===== src/rtl/vga_sync_gen_if.sv =====
// vga_sync_gen_if: raster timing bundle from the sync generator to its consumers
interface vga_sync_gen_if;
    logic       p_tick;
    logic [9:0] pixel_x;
    logic [9:0] pixel_y;
    logic       hsync;
    logic       vsync;
    logic       video_on;
    logic       frame_end;
    modport master (output p_tick, pixel_x, pixel_y, hsync, vsync, video_on, frame_end);
    modport slave  (input  p_tick, pixel_x, pixel_y, hsync, vsync, video_on, frame_end);
endinterface


===== src/rtl/vga_sync_gen.sv =====
// vga_sync_gen: free-running VGA raster timing with pixel enable, counters, syncs and frame strobe
module vga_sync_gen #(
    parameter int CLK_DIV   = 2,
    parameter int H_DISPLAY = 640,
    parameter int H_FRONT   = 16,
    parameter int H_SYNC    = 96,
    parameter int H_BACK    = 48,
    parameter int V_DISPLAY = 480,
    parameter int V_FRONT   = 10,
    parameter int V_SYNC    = 2,
    parameter int V_BACK    = 33
) (
    input  logic           clk,
    input  logic           reset,
    vga_sync_gen_if.master vga
);
    localparam int H_TOTAL = H_DISPLAY + H_FRONT + H_SYNC + H_BACK;
    localparam int V_TOTAL = V_DISPLAY + V_FRONT + V_SYNC + V_BACK;
    localparam int DW = CLK_DIV > 1 ? $clog2(CLK_DIV) : 1;
    localparam logic [DW-1:0] DIV_MAX = DW'(CLK_DIV - 1);
    localparam logic [9:0] H_MAX = 10'(H_TOTAL - 1);
    localparam logic [9:0] V_MAX = 10'(V_TOTAL - 1);
    localparam logic [9:0] H_VIS = 10'(H_DISPLAY);
    localparam logic [9:0] V_VIS = 10'(V_DISPLAY);
    localparam logic [9:0] HS_LO = 10'(H_DISPLAY + H_FRONT);
    localparam logic [9:0] HS_HI = 10'(H_DISPLAY + H_FRONT + H_SYNC - 1);
    localparam logic [9:0] VS_LO = 10'(V_DISPLAY + V_FRONT);
    localparam logic [9:0] VS_HI = 10'(V_DISPLAY + V_FRONT + V_SYNC - 1);
    logic [DW-1:0] div;
    logic [9:0]    x, y, x_nxt, y_nxt;
    logic          hs, vs, tick, h_end;
    // >= rather than == so an upset counter value still wraps on the next advance
    always_comb begin
        tick  = div == DIV_MAX;
        h_end = x >= H_MAX;
        x_nxt = h_end ? '0 : x + 10'd1;
        y_nxt = h_end ? (y >= V_MAX ? '0 : y + 10'd1) : y;
    end
    // syncs are computed from next-state counters so they stay aligned with pixel_x/pixel_y
    always_ff @(posedge clk or negedge reset) begin
        if (!reset) begin
            div <= '0;
            x   <= '0;
            y   <= '0;
            hs  <= 1'b1;
            vs  <= 1'b1;
        end else begin
            div <= tick ? '0 : div + DW'(1);
            if (tick) begin
                x  <= x_nxt;
                y  <= y_nxt;
                hs <= !(x_nxt >= HS_LO && x_nxt <= HS_HI);
                vs <= !(y_nxt >= VS_LO && y_nxt <= VS_HI);
            end
        end
    end
    assign vga.p_tick    = tick;
    assign vga.pixel_x   = x;
    assign vga.pixel_y   = y;
    assign vga.hsync     = hs;
    assign vga.vsync     = vs;
    assign vga.video_on  = x < H_VIS && y < V_VIS;
    assign vga.frame_end = tick && x == H_MAX && y == V_MAX;
endmodule

===== src/flat_wrapper.sv =====
// flat-port wrapper written by rule: the top's interface ports become plain ports
module vga_sync_gen_flat 
#(
    parameter int CLK_DIV   = 2,
    parameter int H_DISPLAY = 640,
    parameter int H_FRONT   = 16,
    parameter int H_SYNC    = 96,
    parameter int H_BACK    = 48,
    parameter int V_DISPLAY = 480,
    parameter int V_FRONT   = 10,
    parameter int V_SYNC    = 2,
    parameter int V_BACK    = 33
)
  (clk, reset, vga_p_tick, vga_pixel_x, vga_pixel_y, vga_hsync, vga_vsync, vga_video_on, vga_frame_end);
  vga_sync_gen_if vga_i ();
  input  logic clk;
  input  logic reset;
  output wire logic [$bits(vga_i.p_tick)-1:0] vga_p_tick;
  output wire logic [$bits(vga_i.pixel_x)-1:0] vga_pixel_x;
  output wire logic [$bits(vga_i.pixel_y)-1:0] vga_pixel_y;
  output wire logic [$bits(vga_i.hsync)-1:0] vga_hsync;
  output wire logic [$bits(vga_i.vsync)-1:0] vga_vsync;
  output wire logic [$bits(vga_i.video_on)-1:0] vga_video_on;
  output wire logic [$bits(vga_i.frame_end)-1:0] vga_frame_end;
  assign vga_p_tick = vga_i.p_tick;
  assign vga_pixel_x = vga_i.pixel_x;
  assign vga_pixel_y = vga_i.pixel_y;
  assign vga_hsync = vga_i.hsync;
  assign vga_vsync = vga_i.vsync;
  assign vga_video_on = vga_i.video_on;
  assign vga_frame_end = vga_i.frame_end;
  vga_sync_gen #(.CLK_DIV(CLK_DIV), .H_DISPLAY(H_DISPLAY), .H_FRONT(H_FRONT), .H_SYNC(H_SYNC), .H_BACK(H_BACK), .V_DISPLAY(V_DISPLAY), .V_FRONT(V_FRONT), .V_SYNC(V_SYNC), .V_BACK(V_BACK)) u_core (.clk(clk), .reset(reset), .vga(vga_i));
endmodule

===== config.mk =====
export PLATFORM = sky130hd
export DESIGN_NAME = vga_sync_gen_flat
export DESIGN_NICKNAME = d
export VERILOG_FILES = /design/src/rtl/vga_sync_gen_if.sv /design/src/rtl/vga_sync_gen.sv /design/src/flat_wrapper.sv
export SDC_FILE = /design/constraint.sdc
export NUM_CORES = 1
export LEC_CHECK = 0
export BUFFER_PORTS_ARGS = -buffer_cell sky130_fd_sc_hd__clkbuf_2
export CAP_MARGIN = 40
export CORE_MARGIN = 10
export CORE_UTILIZATION = 30
export CTS_BUF_LIST = sky130_fd_sc_hd__clkbuf_16
export CTS_CLUSTER_DIAMETER = 120
export CTS_CLUSTER_SIZE = 14
export DETAILED_ROUTE_END_ITERATION = 8
export GPL_ROUTABILITY_DRIVEN = 0
export PLACE_DENSITY = 0.58
export SLEW_MARGIN = 20
export SYNTH_ARGS = -nofsm -noshare
export SYNTH_HDL_FRONTEND = slang
export SYNTH_SLANG_ARGS = --single-unit
export TNS_END_PERCENT = 20

===== constraint.sdc =====
create_clock -name clk -period 2.15 [get_ports clk]
set_clock_uncertainty 0.1 [all_clocks]
set_input_delay 0.1075 -clock clk [delete_from_list [all_inputs] [get_ports clk]]
set_output_delay 0.1075 -clock clk [all_outputs]
set_load 0.005 [all_outputs]

# ---- Word level (Yosys, flattened, before mapping)
# Cells that the tools add are included.
# Widths: inputs -> output; s select.
dict set report word_totals {
  reg_bits 23
  latch_bits 0
  ram_bits 0
  rom_bits 0
  in_bits 2
  output_inout_bits 25
  word_cells 29
  mem_count 0
}
dict set report op_classes {
  add_sub_neg 3
  n_mul 0
  div_mod_pow 0
  n_lt_le_gt_ge 8
  n_eq_ne 2
  n_shift 0
  mux 4
  bitwise 0
  n_reduce_logical 7
}
# cell n
set op_table {}
lappend op_table {{$ge 10x10->1 const B} 3}
lappend op_table {{$mux 10} 3}
lappend op_table {{$add 10x1->10 const B} 2}
lappend op_table {{$eq 10x10->1 const B} 2}
lappend op_table {{$ge 10x9->1 const B} 1}
lappend op_table {{$le 10x10->1 const B} 1}
lappend op_table {{$le 10x9->1 const B} 1}
lappend op_table {{$lt 10x10->1 const B} 1}
lappend op_table {{$lt 10x9->1 const B} 1}
lappend op_table {{$logic_and 1x1->1} 5}
lappend op_table {{$logic_not 1->1} 2}
lappend op_table {{$add 1x1->1 const B} 1}
lappend op_table {{$mux 1} 1}

# ---- Longest topological paths before layout
dict set report logic_depth {
  ltp_word 6
  depth_mapped 7
  ltp_nobuf 7
}

# ---- Worst setup path before layout
# OpenSTA, ideal clock, no wires.
dict set report synth_path {
  path_type {register to register}
  from {register u_core.x[0] (netlist: u_core.vga.pixel_x[0])}
  to {register u_core.vs (netlist: u_core.vga.vsync)}
  arrival_time_ns 1.851
  required_ns 1.960
  path_slack_ns 0.109
  path_stages_with_launch 7
  cell_sequence {dfrtp_1 ha_1 nand4_4 a2111oi_4 or3b_1 a22oi_1 a31oi_1}
}
dict set report synth_via {
  elab_chain_len 5
  elab_cells_between_ends 6
  classes_between {order compare (3); mux (1); reduce/logical (2)}
}
# element line
set synth_lines {}
lappend synth_lines {{from (decl)} vga_sync_gen.sv:30} ;# logic [9:0] x, y, x_nxt, y_nxt;
lappend synth_lines {{from (signal assigned)} vga_sync_gen.sv:50} ;# x <= x_nxt;
lappend synth_lines {{$ge 10x10->1 *} vga_sync_gen.sv:35} ;# h_end = x >= H_MAX;
lappend synth_lines {{$mux 10 *} vga_sync_gen.sv:37} ;# y_nxt = h_end ? (y >= V_MAX ? '0 : y + 10'd1) : y;
lappend synth_lines {{$ge 10x9->1 or $le 10x9->1 (tied branches)} vga_sync_gen.sv:53} ;# vs <= !(y_nxt >= VS_LO && y_nxt <= VS_HI);
lappend synth_lines {{$logic_and 1x1->1 *} vga_sync_gen.sv:53}
lappend synth_lines {{$logic_not 1->1 *} vga_sync_gen.sv:53}
lappend synth_lines {{to (signal assigned)} vga_sync_gen.sv:53}
lappend synth_lines {{to (decl)} vga_sync_gen.sv:31} ;# logic hs, vs, tick, h_end;
# Mark *: on every way between the ends. The rest lies on a longest branch, timed or not.
# A chain may end at the register's enable or synchronous reset.

# ---- Worst setup path after layout
# Ends and elaborated chain as after synthesis.

==> metrics.yaml <==
status: "finished, final reports clean"
layout-drive-gt1-share: 0.2698
avgRoutedWirePerCell_um: 15.32
clk-insertion-delay-late_ns: 0.26
crit_path_max_fanout: 6
synth_nets: 189
portBuffers: 26
slew_violations: 0
yosysSeqAreaShare: 0.3646
hold_viol: 0
syn_inst: 184
cts_max_level: 1
busiest_layer: "met2"
worstSetupStartpoint: "u_core.vga.pixel_x[0]"
tritoncts: "yes"
cts.path.max_buffers: 2
cts.clk_slew.worst_paths_ns: 0.07
grt_max_degree: 24
r2r_end: "u_core.vga.vsync"
yosysWarnings: 0
syn_area_um2: 1585
gr-usage-met2: 0.1588
crit_arrival_ns: 2.10
synth-main-ff-cell: "dfrtp_1"
grt_pass1_vias: 1417
grt_pass1_wl_um: 7245
drt_wl_total_um: 4365
timing.slew.headroom: 0.6095
finalCritPeriodShare: 0.9393
p_per_area_nw_per_um2: 450.5
area_delta_synth_final_pct: 21.63
drt_first_pass_iters: 4
ant_nets: 0
max_freq_mhz: 495.2
worstPathCellList: "ha_2, nand4_4, a2111oi_4, or3b_1, a22oi_1, a31oi_1"
leakage_nw: 0.7924
dieArea_um2: 8591
max_stage_delay_ns: 0.39
synth-edff-count: 0
tightest_slew_ns: 0.5857
overflow: 0
drcViolationCount: 0
start_util: 0.3104
grt_use_met1: 0.1314
hp-class: "in -> async"
io_pins: 27
final_cell_area_um2: 1928
post-dp-hpwl_um: 3253
setup-violations-final: 0
dr_total_vias: 1511
numCtsBuffers: 3
cts-root-buf: "clkbuf_16"
viasPerCell: 5.302
max_cap_viol_count: 0
reg2reg_depth: 6
fin_util: 0.3775
cts_sinks: 23
drt_iter0_markers: 109
fin_nets: 221
cp.required_ns: 2.23
antenna_found_initial: 0
core_area_um2: 5107
layout_commonest_cell: "clkbuf_2"
diodes: 0
fp.dieH_um: 92.69
cpMaxStageDelayCell: "a2111oi_4"
rrSetupSlack_ns: 0.13
startpoint_type: "flop"
fin_tns_setup_ns: 0
ir_worst_vdd_uv: 246.9
crit_type: "reg -> reg"
dpl_cell_area_um2: 1826
mostFrequentLayoutCells: "clkbuf_2 (26), o21ai_0 (25), dfrtp_1 (21), nand2_1 (17), buf_4 (15)"
grt_use_total: 0.1023
postCtsSetupBuffers: 0
synthArstFlopShare: 1.000
fin_crit_ns: 2.019
synthDistinctLibCells: 52
timing.rr.start: "u_core.vga.pixel_x[0]"
rsz0062_at_grt: "no"
syn_avg_cell_area_um2: 8.616
met3_usage: 0.01856
ys_ff_latch: 23
dieWidth_um: 92.69
num-fill-cells: 556
std_cell_rows: 26
worstSetupEndpointType: "flop"
==> power by group <==
part	internal [mW]	switching, mW
combinational	0.00180	0.00851
sequential	0.433	0
clock	0.251	0.174
total	0.686	0.183
==> flip-flops by register name (all words and copies together) (netlist names) <==
register and count:
u_core.vga.hsync 1, u_core.vga.p_tick 1, u_core.vga.pixel_x 10, u_core.vga.pixel_y 10, u_core.vga.vsync 1
==> how the worst max path moves through the flow <==
stage,cells after the start,endpoint,slack [ns]
3_3_place_gp,6,u_core.vga.vsync,0.13
4_1_cts,5,vga_frame_end,0.07
5_1_grt,6,u_core.vga.vsync,0.003
2_1_floorplan,6,u_core.vga.vsync,0.11
6_report,6,u_core.vga.vsync,0.13
3_5_place_dp,6,u_core.vga.vsync,0.11
==> synthesized netlist by cell type, types with 3 or more instances <==
cell | count | area share
inv_1 | 6 | 0.014
nor4_1 | 3 | 0.012
ha_1 | 3 | 0.024
nor2_1 | 12 | 0.028
or3_1 | 3 | 0.012
nand2_1 | 17 | 0.040
clkbuf_1 | 3 | 0.0071
a31oi_1 | 3 | 0.012
buf_4 | 5 | 0.024
nand4_1 | 4 | 0.016
a21oi_1 | 7 | 0.022
dfrtp_1 | 21 | 0.33
and3_1 | 4 | 0.016
o31ai_1 | 7 | 0.033
buf_2 | 6 | 0.019
o21ai_0 | 25 | 0.079
nand3_1 | 7 | 0.022
nor3_1 | 4 | 0.013
==> cells by family after synthesis <==
group	after synthesis	share of synthesized area
muxes	2	0.01263
buffers and inverters	21	0.07104
DFF	23	0.3646
AOI/OAI and AO/OA	63	0.2723
xor gates and xnor gates	1	0.005526
adders and majority gates	3	0.02368
and+or+nand+nor	71	0.2502
==> what timing repair did <==
action,in CTS,in global routing
endpoints found under the hold margin,21,0
hold buffers,1,0
resized for setup,1,2
pin swaps,0,1
setup endpoints to repair,1,9
==> routing by layer <==
layer  part of all wire  wire, um  vias to the layer above
met5                  0         0                        -
met4              0.025       110                        0
met3              0.045       195                        9
met2               0.46      2004                       37
met1               0.47      2055                      713
li1                   -         -                      752
==> cell type report <==
type                    instances  area [um2]  share of cell area
clock buffers                   3       75.07             0.03894
clock inverters                 1       5.005            0.002596
inverters                       6       22.52             0.01168
multi-input cells             140       907.1              0.4705
flip-flops and latches         23       578.1              0.2998
well taps                      70       87.58             0.04543
repair buffers                 42       252.7              0.1311
==> stage by stage <==
stage	hold WS, ns	std cells	power (mW)	setup WS [ns]
after CTS	0.3042	285	0.8687	0.07448
after global routing	0.3684	285	0.8857	0.003271
after floorplan	-0.2881	184	0.4409	0.1094
after detailed placement	0.05118	280	0.4510	0.1109
final	0.2761	285	0.8686	0.1305
after global placement	0.04281	280	0.4507	0.1339
==> critical path, delay by kind of cell (launching register included) <==
kind / cells / cell delay [ns]
AND/OR/NAND/NOR: 2 / 0.54
AO/OA/AOI/OAI: 3 / 0.70
adder cells (fa/ha/maj): 1 / 0.25
flip-flops: 1 / 0.36
No activity file was read; power rests on OpenSTA's default activity.
